==> config.mk <==
export PLATFORM = sky130hd
export DESIGN_NAME = ps2_key_sequencer_flat
export DESIGN_NICKNAME = d
export VERILOG_FILES = /design/src/rtl/ps2_key_sequencer_if.sv /design/src/rtl/ps2_key_sequencer.sv /design/src/flat_wrapper.sv
export SDC_FILE = /design/constraint.sdc
export NUM_CORES = 1
export LEC_CHECK = 0
export BUFFER_PORTS_ARGS = -buffer_cell sky130_fd_sc_hd__buf_2
export CORE_UTILIZATION = 55
export CTS_CLUSTER_DIAMETER = 40
export DETAILED_ROUTE_END_ITERATION = 16
export GPL_TIMING_DRIVEN = 0
export PLACE_DENSITY = 0.76
export SLEW_MARGIN = 20
export SYNTH_ARGS = -nofsm -noshare
export SYNTH_HDL_FRONTEND = slang
export SYNTH_SLANG_ARGS = --single-unit
==> constraint.sdc <==
create_clock -name clk -period 4.7 [get_ports clk]
set_input_delay 0.47 -clock clk [delete_from_list [all_inputs] [get_ports clk]]
set_output_delay 0.47 -clock clk [all_outputs]
set_load 0.1 [all_outputs]
==> src/rtl/ps2_key_sequencer_if.sv <==
// Key event handshake between the sequencer and the CPU/MMIO consumer.
// master: producer drives event fields and valid, consumer drives ready.
interface ps2_key_sequencer_if;
    logic       ev_valid;
    logic       ev_ready;
    logic [7:0] ev_ascii;
    logic [7:0] ev_code;
    logic [2:0] ev_flags;

    modport master (
        output ev_valid,
        output ev_ascii,
        output ev_code,
        output ev_flags,
        input  ev_ready
    );

    modport slave (
        input  ev_valid,
        input  ev_ascii,
        input  ev_code,
        input  ev_flags,
        output ev_ready
    );
endinterface

==> src/rtl/ps2_key_sequencer.sv <==
// PS/2 scancode sequencer: E0/F0 prefix decode, LUT drive, held-key and
// typematic tracking, and an event FIFO toward the CPU.
// Ports:
//   clk, clrn           : clock, async active-low reset
//   code_valid, code    : raw scancode byte strobe from the PS/2 receiver
//   lut_key, lut_ascii  : final scancode to the lookup table and its result
//   ev                  : event FIFO head {ascii, code, flags} with valid/ready
//   held, held_code     : currently held key
//   press_count         : count of new (non-repeat) presses
//   overflow, clr_ovf   : sticky drop flag and its synchronous clear
module ps2_key_sequencer #(
    parameter int FIFO_DEPTH = 8,
    parameter int CNT_W      = 8
) (
    input  logic                 clk,
    input  logic                 clrn,
    input  logic                 code_valid,
    input  logic [7:0]           code,
    output logic [7:0]           lut_key,
    input  logic [7:0]           lut_ascii,
    ps2_key_sequencer_if.master  ev,
    output logic                 held,
    output logic [7:0]           held_code,
    output logic [CNT_W-1:0]     press_count,
    output logic                 overflow,
    input  logic                 clr_ovf
);

    localparam int AW = $clog2(FIFO_DEPTH);
    localparam logic [AW:0] DEPTH_C = FIFO_DEPTH[AW:0];
    localparam logic [AW:0] ONE_C = {{AW{1'b0}}, 1'b1};
    localparam logic [AW-1:0] PONE_C = {{(AW-1){1'b0}}, 1'b1};
    localparam logic [CNT_W-1:0] CONE_C = {{(CNT_W-1){1'b0}}, 1'b1};

    typedef enum logic [1:0] {
        IDLE,
        P_E0,
        P_F0,
        P_E0F0
    } state_t;

    state_t state;
    state_t state_n;

    logic is_e0;
    logic is_f0;
    logic fin;
    logic fin_ext;
    logic fin_rel;

    assign is_e0 = (code == 8'hE0);
    assign is_f0 = (code == 8'hF0);

    always_ff @(posedge clk or negedge clrn) begin
        if (!clrn) state <= IDLE;
        else       state <= state_n;
    end

    // Prefixes arriving after F0 carry no meaning and are dropped.
    always_comb begin
        state_n = state;
        fin     = 1'b0;
        fin_ext = 1'b0;
        fin_rel = 1'b0;
        if (code_valid) begin
            unique case (state)
                IDLE: begin
                    if (is_f0)      state_n = P_F0;
                    else if (is_e0) state_n = P_E0;
                    else            fin = 1'b1;
                end
                P_E0: begin
                    if (is_f0) begin
                        state_n = P_E0F0;
                    end else if (!is_e0) begin
                        fin     = 1'b1;
                        fin_ext = 1'b1;
                        state_n = IDLE;
                    end
                end
                P_F0: begin
                    if (!is_e0 && !is_f0) begin
                        fin     = 1'b1;
                        fin_rel = 1'b1;
                        state_n = IDLE;
                    end
                end
                P_E0F0: begin
                    if (!is_e0 && !is_f0) begin
                        fin     = 1'b1;
                        fin_ext = 1'b1;
                        fin_rel = 1'b1;
                        state_n = IDLE;
                    end
                end
            endcase
        end
    end

    // Stage: lut_key feeds the table during the following cycle, when
    // the stage samples lut_ascii and pushes.
    logic       stg_valid;
    logic [7:0] stg_code;
    logic       stg_ext;
    logic       stg_rel;

    always_ff @(posedge clk or negedge clrn) begin
        if (!clrn) begin
            lut_key   <= 8'h00;
            stg_valid <= 1'b0;
            stg_code  <= 8'h00;
            stg_ext   <= 1'b0;
            stg_rel   <= 1'b0;
        end else begin
            stg_valid <= fin;
            if (fin) begin
                lut_key  <= code;
                stg_code <= code;
                stg_ext  <= fin_ext;
                stg_rel  <= fin_rel;
            end
        end
    end

    // Held-key tracking; extended and plain keys with the same code differ.
    logic held_ext;
    logic match;
    logic rep;

    assign match = held && (held_code == stg_code) && (held_ext == stg_ext);
    assign rep   = !stg_rel && match;

    always_ff @(posedge clk or negedge clrn) begin
        if (!clrn) begin
            held        <= 1'b0;
            held_code   <= 8'h00;
            held_ext    <= 1'b0;
            press_count <= '0;
        end else if (stg_valid) begin
            if (stg_rel) begin
                if (match) held <= 1'b0;
            end else if (!rep) begin
                held        <= 1'b1;
                held_code   <= stg_code;
                held_ext    <= stg_ext;
                press_count <= press_count + CONE_C;
            end
        end
    end

    // Event FIFO, entry = {ext, rel, rep, code, ascii}.
    logic [18:0]   mem [FIFO_DEPTH];
    logic [AW-1:0] wr_ptr;
    logic [AW-1:0] rd_ptr;
    logic [AW:0]   count;
    logic          full;
    logic          pop;
    logic          push;
    logic          drop;
    logic [7:0]    stg_ascii;
    logic [18:0]   entry;
    logic [18:0]   head;

    assign full  = (count == DEPTH_C);
    assign pop   = ev.ev_valid && ev.ev_ready;
    assign push  = stg_valid && (!full || pop);
    assign drop  = stg_valid && full && !pop;

    assign stg_ascii = stg_ext ? 8'h00 : lut_ascii;
    assign entry = {stg_ext, stg_rel, rep, stg_code, stg_ascii};

    always_ff @(posedge clk) begin
        if (push) mem[wr_ptr] <= entry;
    end

    always_ff @(posedge clk or negedge clrn) begin
        if (!clrn) begin
            wr_ptr <= '0;
            rd_ptr <= '0;
            count  <= '0;
        end else begin
            if (push) wr_ptr <= wr_ptr + PONE_C;
            if (pop)  rd_ptr <= rd_ptr + PONE_C;
            unique case ({push, pop})
                2'b10:   count <= count + ONE_C;
                2'b01:   count <= count - ONE_C;
                default: count <= count;
            endcase
        end
    end

    // A drop in the same cycle as a clear leaves the flag set.
    always_ff @(posedge clk or negedge clrn) begin
        if (!clrn)        overflow <= 1'b0;
        else if (drop)    overflow <= 1'b1;
        else if (clr_ovf) overflow <= 1'b0;
    end

    // Head fields read zero while empty so stale entries never leak.
    assign ev.ev_valid = (count != '0);
    assign head        = ev.ev_valid ? mem[rd_ptr] : 19'd0;
    assign ev.ev_ascii = head[7:0];
    assign ev.ev_code  = head[15:8];
    assign ev.ev_flags = head[18:16];

endmodule

==> src/flat_wrapper.sv <==
// flat-port wrapper written by rule: the top's interface ports become plain ports
module ps2_key_sequencer_flat 
#(
    parameter int FIFO_DEPTH = 8,
    parameter int CNT_W      = 8
)
  (clk, clrn, code_valid, code, lut_key, lut_ascii, held, held_code, press_count, overflow, clr_ovf, ev_ev_valid, ev_ev_ascii, ev_ev_code, ev_ev_flags, ev_ev_ready);
  ps2_key_sequencer_if ev_i ();
  input  logic clk;
  input  logic clrn;
  input  logic code_valid;
  input  logic [7:0] code;
  output logic [7:0] lut_key;
  input  logic [7:0] lut_ascii;
  output logic held;
  output logic [7:0] held_code;
  output logic [CNT_W-1:0] press_count;
  output logic overflow;
  input  logic clr_ovf;
  output wire logic [$bits(ev_i.ev_valid)-1:0] ev_ev_valid;
  output wire logic [$bits(ev_i.ev_ascii)-1:0] ev_ev_ascii;
  output wire logic [$bits(ev_i.ev_code)-1:0] ev_ev_code;
  output wire logic [$bits(ev_i.ev_flags)-1:0] ev_ev_flags;
  input wire logic [$bits(ev_i.ev_ready)-1:0] ev_ev_ready;
  assign ev_ev_valid = ev_i.ev_valid;
  assign ev_ev_ascii = ev_i.ev_ascii;
  assign ev_ev_code = ev_i.ev_code;
  assign ev_ev_flags = ev_i.ev_flags;
  assign ev_i.ev_ready = ev_ev_ready;
  ps2_key_sequencer #(.FIFO_DEPTH(FIFO_DEPTH), .CNT_W(CNT_W)) u_core (.clk(clk), .clrn(clrn), .code_valid(code_valid), .code(code), .lut_key(lut_key), .lut_ascii(lut_ascii), .ev(ev_i), .held(held), .held_code(held_code), .press_count(press_count), .overflow(overflow), .clr_ovf(clr_ovf));
endmodule
# After elaboration in Yosys (flattened, before gate mapping)
# Memory sizes are Yosys's and may differ from the RTL's.
# Index checks and enable logic that the tools add are counted.
# W data, S select, Z words.
dict set report totals {
  in_bits 21
  out_inout_bits 46
  ramBits 152
  ff_bits 42
  n_memories 1
  elab_cells 84
}
dict set report op_classes {
  bitwise_logic 2
  n_addsub 5
  reduce_logical 23
  n_eq_ne 15
  n_mux 25
}
# name words width rd rd_clocked_by_memory_dff write_ports line_no
set memory_table {}
lappend memory_table {u_core.mem 8 19 1 0 1 ps2_key_sequencer.sv:152} ;# logic [18:0] mem [FIFO_DEPTH];
# cell count
set op_table {}
lappend op_table {{$mux W19} 1}
lappend op_table {{$eq A8 B8 Y1 const B} 2}
lappend op_table {{$mux W1} 14}
lappend op_table {{$mux W2} 5}
lappend op_table {{$add A8 B1 Y8 const B} 1}
lappend op_table {{$eq A8 B8 Y1} 1}
lappend op_table {{$logic_and A1 B1 Y1} 8}
lappend op_table {{$mux W8} 1}
lappend op_table {{$pmux W4 S2} 1}
lappend op_table {{$add A3 B1 Y3 const B} 2}
lappend op_table {{$eq A2 B2 Y1 const B} 3}
lappend op_table {{$pmux W2 S3} 1}
lappend op_table {{$reduce_and A3 Y1} 2}
lappend op_table {{$logic_not A1 Y1} 5}
lappend op_table {{$add A4 B1 Y4 const B} 1}
lappend op_table {{$eq A2 B1 Y1 const B} 2}
lappend op_table {{$eq A4 B4 Y1 const B} 1}
lappend op_table {{$ne A2 B1 Y1 const B} 2}
lappend op_table {{$pmux W1 S2} 2}
lappend op_table {{$reduce_and A4 Y1} 1}
lappend op_table {{$reduce_bool A2 Y1} 2}
lappend op_table {{$reduce_bool A4 Y1} 1}
lappend op_table {{$reduce_or A2 Y1} 2}
lappend op_table {{$sub A4 B1 Y4 const B} 1}
lappend op_table {{other kinds (7)} 8}

# Longest topological paths before layout
# Gate-level depths: netlist of the first run.
dict set report depth {
  word_depth 6
  depth_mapped 12
  mapped_depth_nobuf 10
}

# Worst setup path after synthesis of the first run
# No wires, ideal clock.
dict set report synth_path {
  path_type {input-to-reg}
  startpoint {input port ev_ev_ready}
  endpoint {memory u_core.mem[0][0], enable pin}
  slack_ns 1.661
  t_required_ns 4.256
  arrival_ns 2.595
  cell_stages 3
  path_buffers 0
  setup_ns 0.444
  path_cell_list {nand2b_1 o41ai_4 nor4_1}
}
dict set report synth_between {
  elab_chain_len 5
}
# item line_no
set synth_lines {}
lappend synth_lines {{from (decl)} flat_wrapper.sv:24} ;# input wire logic [$bits(ev_i.ev_ready)-1:0] ev_ev_ready;
lappend synth_lines {{$logic_and A1 B1 Y1} ps2_key_sequencer.sv:165} ;# assign pop = ev.ev_valid && ev.ev_ready;
lappend synth_lines {{$logic_or A1 B1 Y1} ps2_key_sequencer.sv:166} ;# assign push = stg_valid && (!full || pop);
lappend synth_lines {{$logic_and A1 B1 Y1} ps2_key_sequencer.sv:166}
lappend synth_lines {{$mux W1} ps2_key_sequencer.sv:173} ;# if (push) mem[wr_ptr] <= entry;
lappend synth_lines {{$mux W1 (not written as such)} ps2_key_sequencer.sv:173}
lappend synth_lines {{to (decl)} ps2_key_sequencer.sv:152}
# No other way between the ends.

# Worst setup path in the final report of the first run
dict set report layout_path {
  startpoint {register u_core.rd_ptr[1]}
  endpoint {output port ev_ev_flags[2]}
}
dict set report layout_between {
  elab_chain_len 2
}
# item line_no
set layout_lines {}
lappend layout_lines {{from (decl)} ps2_key_sequencer.sv:154} ;# logic [AW-1:0] rd_ptr;
lappend layout_lines {{from (signal assigned)} ps2_key_sequencer.sv:183} ;# if (pop) rd_ptr <= rd_ptr + PONE_C;
lappend layout_lines {{$mem_v2 Z8 W19} n/a}
lappend layout_lines {{$mux W19} ps2_key_sequencer.sv:201} ;# assign head = ev.ev_valid ? mem[rd_ptr] : 19'd0;
lappend layout_lines {{to (decl)} flat_wrapper.sv:23} ;# output wire logic [$bits(ev_i.ev_flags)-1:0] ev_ev_flags;
# No other way between the ends.

==> metrics.md, run 1 <==
| Metric | Value |
|---|---|
| Via Count | `4164` |
| Htree depth | `4` |
| Largest net degree at the start of global routing | `43` |
| DRT iter0 DRCs | `340` |
| Starting Density | `56.6%` |
| Worst Path Arrival | `2490 ps` |
| WP data required | `4230 ps` |
| Least-Margin Pin Slew | `952 ps` |
| Detail Route Antenna Nets | `0` |
| DRC Markers | `0` |
| Crit Path Max Fanout | `10` |
| Root buf cell | `clkbuf_16` |
| Skew-Pair Late Insertion Delay | `430 ps` |
| Die ar. | `14800 sq um` |
| Crit path launch type | `register` |
| Total CTS buffers | `17` |
| Die height | `122 um` |
| Row cnt | `43` |
| Most frequent cells in the layout | `edfxtp_1, buf_2, dfrtp_1` |
| CTS clk-pin slew, worst paths | `70 ps` |
| Synth warnings | `0` |
| Register area share after synthesis | `71.5%` |
| Number of global-route vias before repair | `4322` |
| First-pass GRT wire length | `23.7 mm` |
| ANT cells | `0` |
| Initial DRT Pass Iterations | `5` |
| Most common cell after layout, fill and taps aside | `edfxtp_1` |
| Core area | `13900 sq um` |
| Final Hold Fails | `0` |
| GPL Wtd Cong | `0.745` |
| RSZ-0062 raised after global routing | `false` |
| Layout Area Growth over Synthesis | `16.5%` |
| Clk sinks | `194` |
| Pre-CTS WS | `2000 ps` |
| Total of max-cap violations | `0` |
| HP Class | `in2async` |
| Yosys reg bits | `194` |
| Tmin final | `2960 ps` |
| CTS hold repair buffers | `0` |
| Synth cell types | `37` |
| Fin crit share | `63.0%` |
| CTS tree | `done` |
| Count of input and output buffers | `65` |
| Clock Tree Buf Depth | `2` |
| Max-slew violations | `0` |
| Status | `finished clean` |
| Post-DP HPWL | `9.66 mm` |
| Setup Fix Bufs, Post-CTS | `0` |
| FMAX | `338 MHz` |
| WL per Instance | `21.2 um` |
| Drt via density | `5.73` |
| WL final | `15.4 mm` |
| Kind of critical path | `reg2out` |
| Max Clock Skew | `10.7 ps` |
| Initial antenna violation count | `0` |
| Fin worst setup slack | `1740 ps` |
| Syn nets | `468` |
| Final nets | `563` |
| Overall routing resource usage | `22.8%` |
| Share of cells above drive strength 1 | `32.9%` |
| Total I/O pin count | `67` |
| Gr ovfl total | `0` |
| Mapped Cells | `439` |
| Die Wd | `122 um` |
| Setup crit end kind | `output port` |
| Avg Inst Size Synth | `17.9 sq um` |
| Post-cts sizing count | `0` |
| Max-Slew Margin vs Limit | `36.5%` |
| # setup viols final | `0` |
| Synth Cell Area | `7860 sq um` |
-- registers in the layout, summed over array words and instances (netlist names) --
register and count:
u_core.rd_ptr 3, u_core.count 4, u_core.press_count 8, u_core.held_code 8
u_core.overflow 1, u_core.stg_rel 1, u_core.stg_valid 1, u_core.state 2
u_core.wr_ptr 3, u_core.held_ext 1, u_core.lut_key 8, u_core.held 1
u_core.mem 152, u_core.stg_ext 1
-- worst max-delay path, cell delays in order, from the launching register on --
cell      delay [ps]
dfrtp_1          400
clkbuf_1         600
mux4_2           350
mux2i_1           80
nor2_1           170
buf_2            450
-- cell families after synthesis --
logic type,after synthesis,synth area share (%)
DFF,194,71.5
and+or+nand+nor,101,6.21
muxes,67,14.8
buffers and inverters,30,1.94
xor gates and xnor gates,22,2.45
AOI/OAI and AO/OA,17,1.78
adders and majority gates,8,1.27
-- per-layer routing --
layer / vias up / part of all wire (%) / GRT usage, %
li1: 1870 / - / -
met1: 2106 / 41 / 30.4
met2: 162 / 51 / 36.8
met3: 26 / 5.5 / 4.75
met4: 0 / 1.8 / 10.0
met5: - / 0 / 0
-- layout make-up --
class	count	area [sq um]
fill	962	4730
inverter	10	37.5
multi-input combinational	215	2140
clock buffer	23	499
clock inverter	9	93.8
buffer	20	115
timing repair buffer	76	428
tap	180	225
sequential	194	5620
-- cell usage after synthesis, drive strengths merged --
library cell,instances,area (sq um)
o41ai,2,55.1
nor4b,1,8.76
nor2b,8,50.1
nand2,33,124
or2,1,6.26
xor2,12,105
mux2,10,120
mux4,38,856
ha,8,100
nor4,5,46.3
nand2b,5,31.3
nor3,6,30.0
a222oi,1,10.0
buf,15,96.3
and2,2,12.5
nand3b,1,7.51
nand3,2,10.0
and3,2,12.5
dfrtp,42,1050
inv,10,37.5
xnor2,10,87.6
o21ai,8,40.0
nor2,30,113
clkbuf,5,18.8
mux2i,19,190
edfxtp,152,4560
a2111oi,1,8.76
nand4b,2,17.5
nand4,3,18.8
o22ai,1,6.26
a21oi,4,20.0
-- path summary, 6_finish.rpt --
check / cells after the start / end / slack [ps] / startpoint
worst max register to register: 9 / u_core.count[2] / 2090 / u_core.count[0]
worst min register to register: 1 / u_core.press_count[7] / 480 / u_core.press_count[7]
min in group clk: 2 / u_core.overflow / 230 / clr_ovf
max in group asynchronous: 1 / u_core.count[2] / 3920 / clrn
worst max-delay path: 5 / ev_ev_flags[2] / 1740 / u_core.rd_ptr[1]
worst min-delay path: 1 / u_core.lut_key[2] / 180 / clrn
-- metrics by stage --
stage                     cells  util, %  hold slack [ps]  TNS, ps  area [sq um]
after floorplan             439        -              174        0          7860
after global placement      684     60.6              456    -3210          8410
after detailed placement    695     61.6              473        0          8560
after CTS                   727     65.9              204        0          9150
after global routing        727     65.9              232        0          9150
final                       727     65.9              177        0          9150
Power of run 1 is not shown: default switching activity piles up to over one toggle a cycle in this logic, so the estimate is an artifact.
==> run 2, diff against run 1 <==
--- a/config.mk
+++ b/config.mk
@@ -6,11 +6,11 @@
 export NUM_CORES = 1
 export LEC_CHECK = 0
 export BUFFER_PORTS_ARGS = -buffer_cell sky130_fd_sc_hd__buf_2
-export CORE_UTILIZATION = 55
+export CORE_UTILIZATION = 53
 export CTS_CLUSTER_DIAMETER = 40
 export DETAILED_ROUTE_END_ITERATION = 16
 export GPL_TIMING_DRIVEN = 0
-export PLACE_DENSITY = 0.76
+export PLACE_DENSITY = 0.77
 export SLEW_MARGIN = 20
 export SYNTH_ARGS = -nofsm -noshare
 export SYNTH_HDL_FRONTEND = slang
==> constraint.sdc (replaced) <==
create_clock -name clk -period 2.5 [get_ports clk]
set_input_delay 0.25 -clock clk [delete_from_list [all_inputs] [get_ports clk]]
set_output_delay 0.25 -clock clk [all_outputs]
set_load 0.1 [all_outputs]
==> run 2 against run 1 <==
Against the previous run:
- clock-buffer cell count down 6
- largest cell class unchanged
- highest routed layer unchanged
- sequential share of layout area down 1.6 points
- flip-flop and latch count unchanged
- die area up 3.7%
==> metrics.md, run 2 (same netlist as run 1, synthesis figures left out) <==
| Metric | Value |
|---|---|
| Seq. cell area | `5630 sq um (+0.31%)` |
| Drt via density | `5.66 (-1.2%)` |
| Via Count | `4147 (-0.41%)` |
| DRT iter0 DRCs | `363 (+6.8%)` |
| Max-Slew Margin vs Limit | `37.2% (+0.63 points)` |
| Status | `finished clean` |
| Most common cell after layout, fill and taps aside | `edfxtp_1` |
| Core area | `14500 sq um (+4.3%)` |
| Gr ovfl total | `0 (unchanged)` |
| Root buf cell | `clkbuf_16` |
| Starting Density | `54.3% (-2.3 points)` |
| First-pass GRT wire length | `23.0 mm (-2.7%)` |
| Max Clock Skew | `8.17 ps (-2.48 ps)` |
| Crit path launch type | `register` |
| RSZ-0062 raised after global routing | `false` |
| Most frequent cells in the layout | `edfxtp_1, buf_2, mux4_2` |
| FMAX | `419 MHz` |
| Total I/O pin count | `67 (unchanged)` |
| Worst Path Arrival | `2140 ps (-350 ps)` |
| WL final | `15.0 mm (-2.5%)` |
| WP data required | `2250 ps (-1980 ps)` |
| Buf/Inv on CP | `2 (unchanged)` |
| Fin crit share | `95.5%` |
| Detail Route Antenna Nets | `0 (unchanged)` |
| CP peak stage delay | `510 ps (-90 ps)` |
| Die height | `124 um (+1.8%)` |
| Htree depth | `4 (unchanged)` |
| Largest register by flop count | `u_core.mem` |
| Overall routing resource usage | `21.4% (-1.4 points)` |
| Crit path max-delay cell type | `mux4_2` |
| Top delay family on crit path | `multiplexers` |
| Post-DP HPWL | `9.50 mm (-1.7%)` |
| HP Class | `in2reg` |
| Die ar. | `15300 sq um (+3.7%)` |
| GPL Wtd Cong | `0.760 (+2.0%)` |
| Final Hold Fails | `0 (unchanged)` |
| Setup crit end kind | `output port` |
| Kind of critical path | `reg2out` |
| DRC Markers | `0 (unchanged)` |
| Share of cells above drive strength 1 | `40.6% (+7.7 points)` |
| Crit Path Max Fanout | `10 (unchanged)` |
| Die Wd | `124 um (+1.8%)` |
| Total CTS buffers | `17 (unchanged)` |
| Max-slew violations | `0 (unchanged)` |
| Clk sinks | `194 (unchanged)` |
| Number of global-route vias before repair | `4111 (-4.9%)` |
| Multi-input logic area | `2220 sq um (+3.9%)` |
| Count of input and output buffers | `65 (unchanged)` |
| Layout Area Growth over Synthesis | `20.0%` |
| Initial DRT Pass Iterations | `5 (unchanged)` |
| Row cnt | `44 (+2.3%)` |
| Largest net degree at the start of global routing | `43 (unchanged)` |
| Fill count | `958 (-0.42%)` |
| # setup viols final | `0 (unchanged)` |
| Least-Margin Pin Slew | `942 ps (-9.49 ps)` |
| Crit path cell chain | `buf_6 -> mux4_2 -> mux2i_1 -> nor2_2 -> buf_2` |
| Max FFs per register | `152 (unchanged)` |
| WL per Instance | `20.5 um (-3.3%)` |
| Fin util | `65.1% (-0.81 points)` |
| Final nets | `565 (+0.36%)` |
| CTS tree | `done` |
| Initial antenna violation count | `0 (unchanged)` |
| CTS clk-pin slew, worst paths | `70 ps (about the same)` |
| Tmin final | `2390 ps` |
| Total of max-cap violations | `0 (unchanged)` |
| Skew-Pair Late Insertion Delay | `420 ps (about the same)` |
| Clock Tree Buf Depth | `2 (unchanged)` |
| ANT cells | `0 (unchanged)` |
## run 2: worst register-to-register path, delay by kind of cell (launching register included)
family | cells | cell delay (ps)
AND/OR/NAND/NOR | 3 | 570
XOR/XNOR | 3 | 450
flip-flops | 1 | 390
adder cells (fa/ha/maj) | 2 | 390
buffers and inverters | 3 | 350
AO/OA/AOI/OAI | 1 | 130
## run 2: final cells by class
cell class              count  area share, %
flip-flops and latches    194           59.8
multi-input cells         215           23.5
repair buffers             79           5.27
clock buffers              17           4.51
well taps                 184           2.44
clock inverters            15           2.43
plain buffers              19           1.63
inverters                  10          0.425
## run 2: final timing paths
kind                                            start                    end  slack, ps  depth (start not counted)
max in group asynchronous                        clrn       u_core.rd_ptr[0]       1340                          2
worst min-delay path                          clr_ovf        u_core.overflow         30                          2
min in group asynchronous                        clrn      u_core.lut_key[1]        510                          2
worst min register to register  u_core.press_count[7]  u_core.press_count[7]        480                          1
worst max-delay path                 u_core.rd_ptr[0]          ev_ev_code[1]        110                          5
worst max register to register        u_core.count[0]        u_core.count[2]        110                         12
## run 2: what timing repair did
item	CTS	global route
resized for setup	30	10
hold endpoints to repair	24	0
endpoints found under the setup margin	22	21
buffers inserted	2	2
hold buffers	1	0
pin swaps	2	1
## run 2: per-layer routing
metal | vias to the layer above | wire length, um | GRT usage (%) | part of all wire (%)
met5 | - | 0 | 0 | 0
li1 | 1878 | - | - | -
met1 | 2109 | 6370 | 28.8 | 42
met3 | 17 | 814 | 3.89 | 5.4
met4 | 0 | 201 | 8.21 | 1.3
met2 | 143 | 7660 | 35.0 | 51
## run 2: metrics by stage
step / cells / setup slack [ps] / setup TNS [ps] / hold slack, ps / instance area, sq um
floorplan: 439 / 1.05 / 0 / -45.6 / 7930
global placement: 688 / -1260 / -124010 / 436 / 8490
detailed placement: 697 / -162 / -314 / 449 / 8640
CTS: 732 / -11.3 / -13.1 / 15.5 / 9400
global route: 733 / 0.197 / 0 / 38.1 / 9430
finish: 733 / 112 / 0 / 28.3 / 9430
Power of run 2 is left out for the same reason.
==> run 3, diff against run 2 <==
--- a/config.mk
+++ b/config.mk
@@ -10,6 +10,7 @@
 export CTS_CLUSTER_DIAMETER = 40
 export DETAILED_ROUTE_END_ITERATION = 16
 export GPL_TIMING_DRIVEN = 0
+export HOLD_SLACK_MARGIN = 0.1
 export PLACE_DENSITY = 0.77
 export SLEW_MARGIN = 20
 export SYNTH_ARGS = -nofsm -noshare
==> run 3 against run 2 <==
Against the previous run:
- first-iteration DRC count is 1.7% lower
- utilization grew 0.55 points
- worst hold slack gained 91 ps
- sequential share of layout area shrank 0.50 points
- non-clock buffer count increased by 8
==> metrics.md, run 3 (same netlist as run 1, synthesis figures left out) <==
| Metric | Value |
|---|---|
| Post-DP HPWL | `9.50 mm (unchanged)` |
| GPL Wtd Cong | `0.760 (unchanged)` |
| Worst Path Arrival | `2690 ps (+550 ps)` |
| Initial antenna violation count | `0 (unchanged)` |
| Number of global-route vias before repair | `4157 (+1.1%)` |
| FMAX | `419 MHz (about the same)` |
| Fin crit share | `95.5% (about the same)` |
| Tmin final | `2390 ps (+0.136 ps)` |
| Total of max-cap violations | `0 (unchanged)` |
| Overall routing resource usage | `21.6% (+0.12 points)` |
| DRC Markers | `0 (unchanged)` |
| Via Count | `4198 (+1.2%)` |
| Post-Place Cells | `697 (unchanged)` |
| Total I/O pin count | `67 (unchanged)` |
| ANT cells | `0 (unchanged)` |
| CTS tree | `done` |
| Drt via density | `5.67 (+0.14%)` |
| Row cnt | `44 (unchanged)` |
| Die ar. | `15300 sq um (unchanged)` |
| Most frequent cells in the layout | `edfxtp_1, buf_2, mux4_2` |
| Most common cell after layout, fill and taps aside | `edfxtp_1` |
| Max-Slew Margin vs Limit | `37.2% (about the same)` |
| Total CTS buffers | `17 (unchanged)` |
| Clk sinks | `194 (unchanged)` |
| WP data required | `2800 ps (+550 ps)` |
| Fin cells | `741 (+1.1%)` |
| Max FFs per register | `152 (unchanged)` |
| Die Wd | `124 um (unchanged)` |
| Detail Route Antenna Nets | `0 (unchanged)` |
| # setup viols final | `0 (unchanged)` |
| Final nets | `573 (+1.4%)` |
| Hold EP | `u_core.lut_key[0]` |
| Setup crit end kind | `register` |
| R2R cell count | `12 (unchanged)` |
| Layout Area Growth over Synthesis | `21.0%` |
| Crit path cell chain | `buf_4 -> nor4_4 -> inv_4 -> and2_1 -> buf_6 -> ha_2 -> xor2_1 -> ha_1 -> a21oi_2 -> xor2_1 -> nor2_1 -> xor2_1` |
| Largest register by flop count | `u_core.mem` |
| Root buf cell | `clkbuf_16` |
| Skew-Pair Late Insertion Delay | `420 ps (about the same)` |
| CP peak stage delay | `390 ps (-120 ps)` |
| Status | `finished clean` |
| Reg2Reg Setup Slack | `110 ps (about the same)` |
| Hold path depth | `3 (+1)` |
| Largest net degree at the start of global routing | `43 (unchanged)` |
| Initial DRT Pass Iterations | `4 (-1)` |
| CTS clk-pin slew, worst paths | `70 ps (about the same)` |
| First-pass GRT wire length | `23.2 mm (+0.66%)` |
| Gr ovfl total | `0 (unchanged)` |
| Kind of critical path | `reg2reg` |
| Buf/Inv on CP | `3 (+1)` |
| Top delay family on crit path | `simple AND/OR/NAND/NOR gates` |
| Final Hold Fails | `0 (unchanged)` |
| Core area | `14500 sq um (unchanged)` |
| Clock Tree Buf Depth | `2 (unchanged)` |
| Max Clock Skew | `6.84 ps (-1.33 ps)` |
| RR Endpoint | `u_core.count[2]` |
| DRT iter0 DRCs | `357 (-1.7%)` |
| Crit Path Max Fanout | `7 (-3)` |
| Least-Margin Pin Slew | `943 ps (+0.116 ps)` |
| Max-slew violations | `0 (unchanged)` |
| HP Class | `in2reg` |
| Crit Reg-Reg Startpoint | `u_core.count[0]` |
| Crit path max-delay cell type | `dfrtp_1` |
| Htree depth | `4 (unchanged)` |
| HP Start | `code[0]` |
| RSZ-0062 raised after global routing | `false` |
| Die height | `124 um (unchanged)` |
| Count of input and output buffers | `65 (unchanged)` |
| Cell mode on critical path | `xor2_1` |
| Share of cells above drive strength 1 | `40.0% (-0.58 points)` |
| WL per Instance | `20.5 um (about the same)` |
| Crit path launch type | `register` |
| WL final | `15.2 mm (+1.1%)` |
| Starting Density | `54.3% (unchanged)` |
[run 3: cell count changes in the layout (fill, tap and decap cells not counted), sizes merged]
cell,change
dlygate4sd3,+8
[run 3: area by class of cell]
| class | count | area (sq um) |
|---|---|---|
| inverter | 10 | 40.0 |
| clock inverter | 15 | 229 |
| tap | 184 | 230 |
| sequential | 194 | 5630 |
| buffer | 19 | 154 |
| clock buffer | 17 | 425 |
| fill | 953 | 4970 |
| timing repair buffer | 87 | 577 |
| multi-input combinational | 215 | 2220 |
[run 3: repair_timing]
action | CTS | global route
pin swaps | 2 | 1
hold buffers | 9 | 0
setup buffers | 2 | 2
endpoints found under the hold margin | 51 | 0
endpoints found under the setup margin | 22 | 21
resized for setup | 30 | 10
[run 3: stage by stage]
stage	TNS (ps)	utilization, %	area (sq um)	worst slack, ps	hold slack, ps
floorplan	0	-	7930	1.05	-45.6
global placement	-124010	58.6	8490	-1260	436
detailed placement	-314	59.6	8640	-162	449
CTS	-13.1	65.5	9480	-11.3	105
global route	0	65.7	9510	0.197	143
finish	0	65.7	9510	112	119
[run 3: metal layers]
layer | GRT usage, % | up-vias | wire length, um
met5 | 0 | - | 0
met4 | 8.21 | 0 | 197
met3 | 3.89 | 16 | 701
met2 | 35.6 | 134 | 7780
met1 | 28.7 | 2155 | 6540
li1 | - | 1893 | -
[run 3: worst max path at each step]
stage	start	end	slack (ps)	depth (start not counted)
floorplan	u_core.count[0]	u_core.count[2]	1	12
global placement	u_core.count[3]	u_core.mem[2][15]	-1260	3
detailed placement	u_core.count[0]	u_core.count[2]	-160	9
CTS	u_core.rd_ptr[0]	ev_ev_code[1]	-10	5
global route	u_core.rd_ptr[2]	ev_ev_flags[2]	0.2	4
finish	u_core.count[0]	u_core.count[2]	110	12
[run 3: worst reg2reg max path: stages (launching register included)]
cell and delay, ps:
dfrtp_1 390, buf_4 180, nor4_4 350, inv_4 40, and2_1 160, buf_6 130, ha_2 200, xor2_1 150
ha_1 190, a21oi_2 130, xor2_1 160, nor2_1 60, xor2_1 140
Power of run 3 is left out for the same reason.
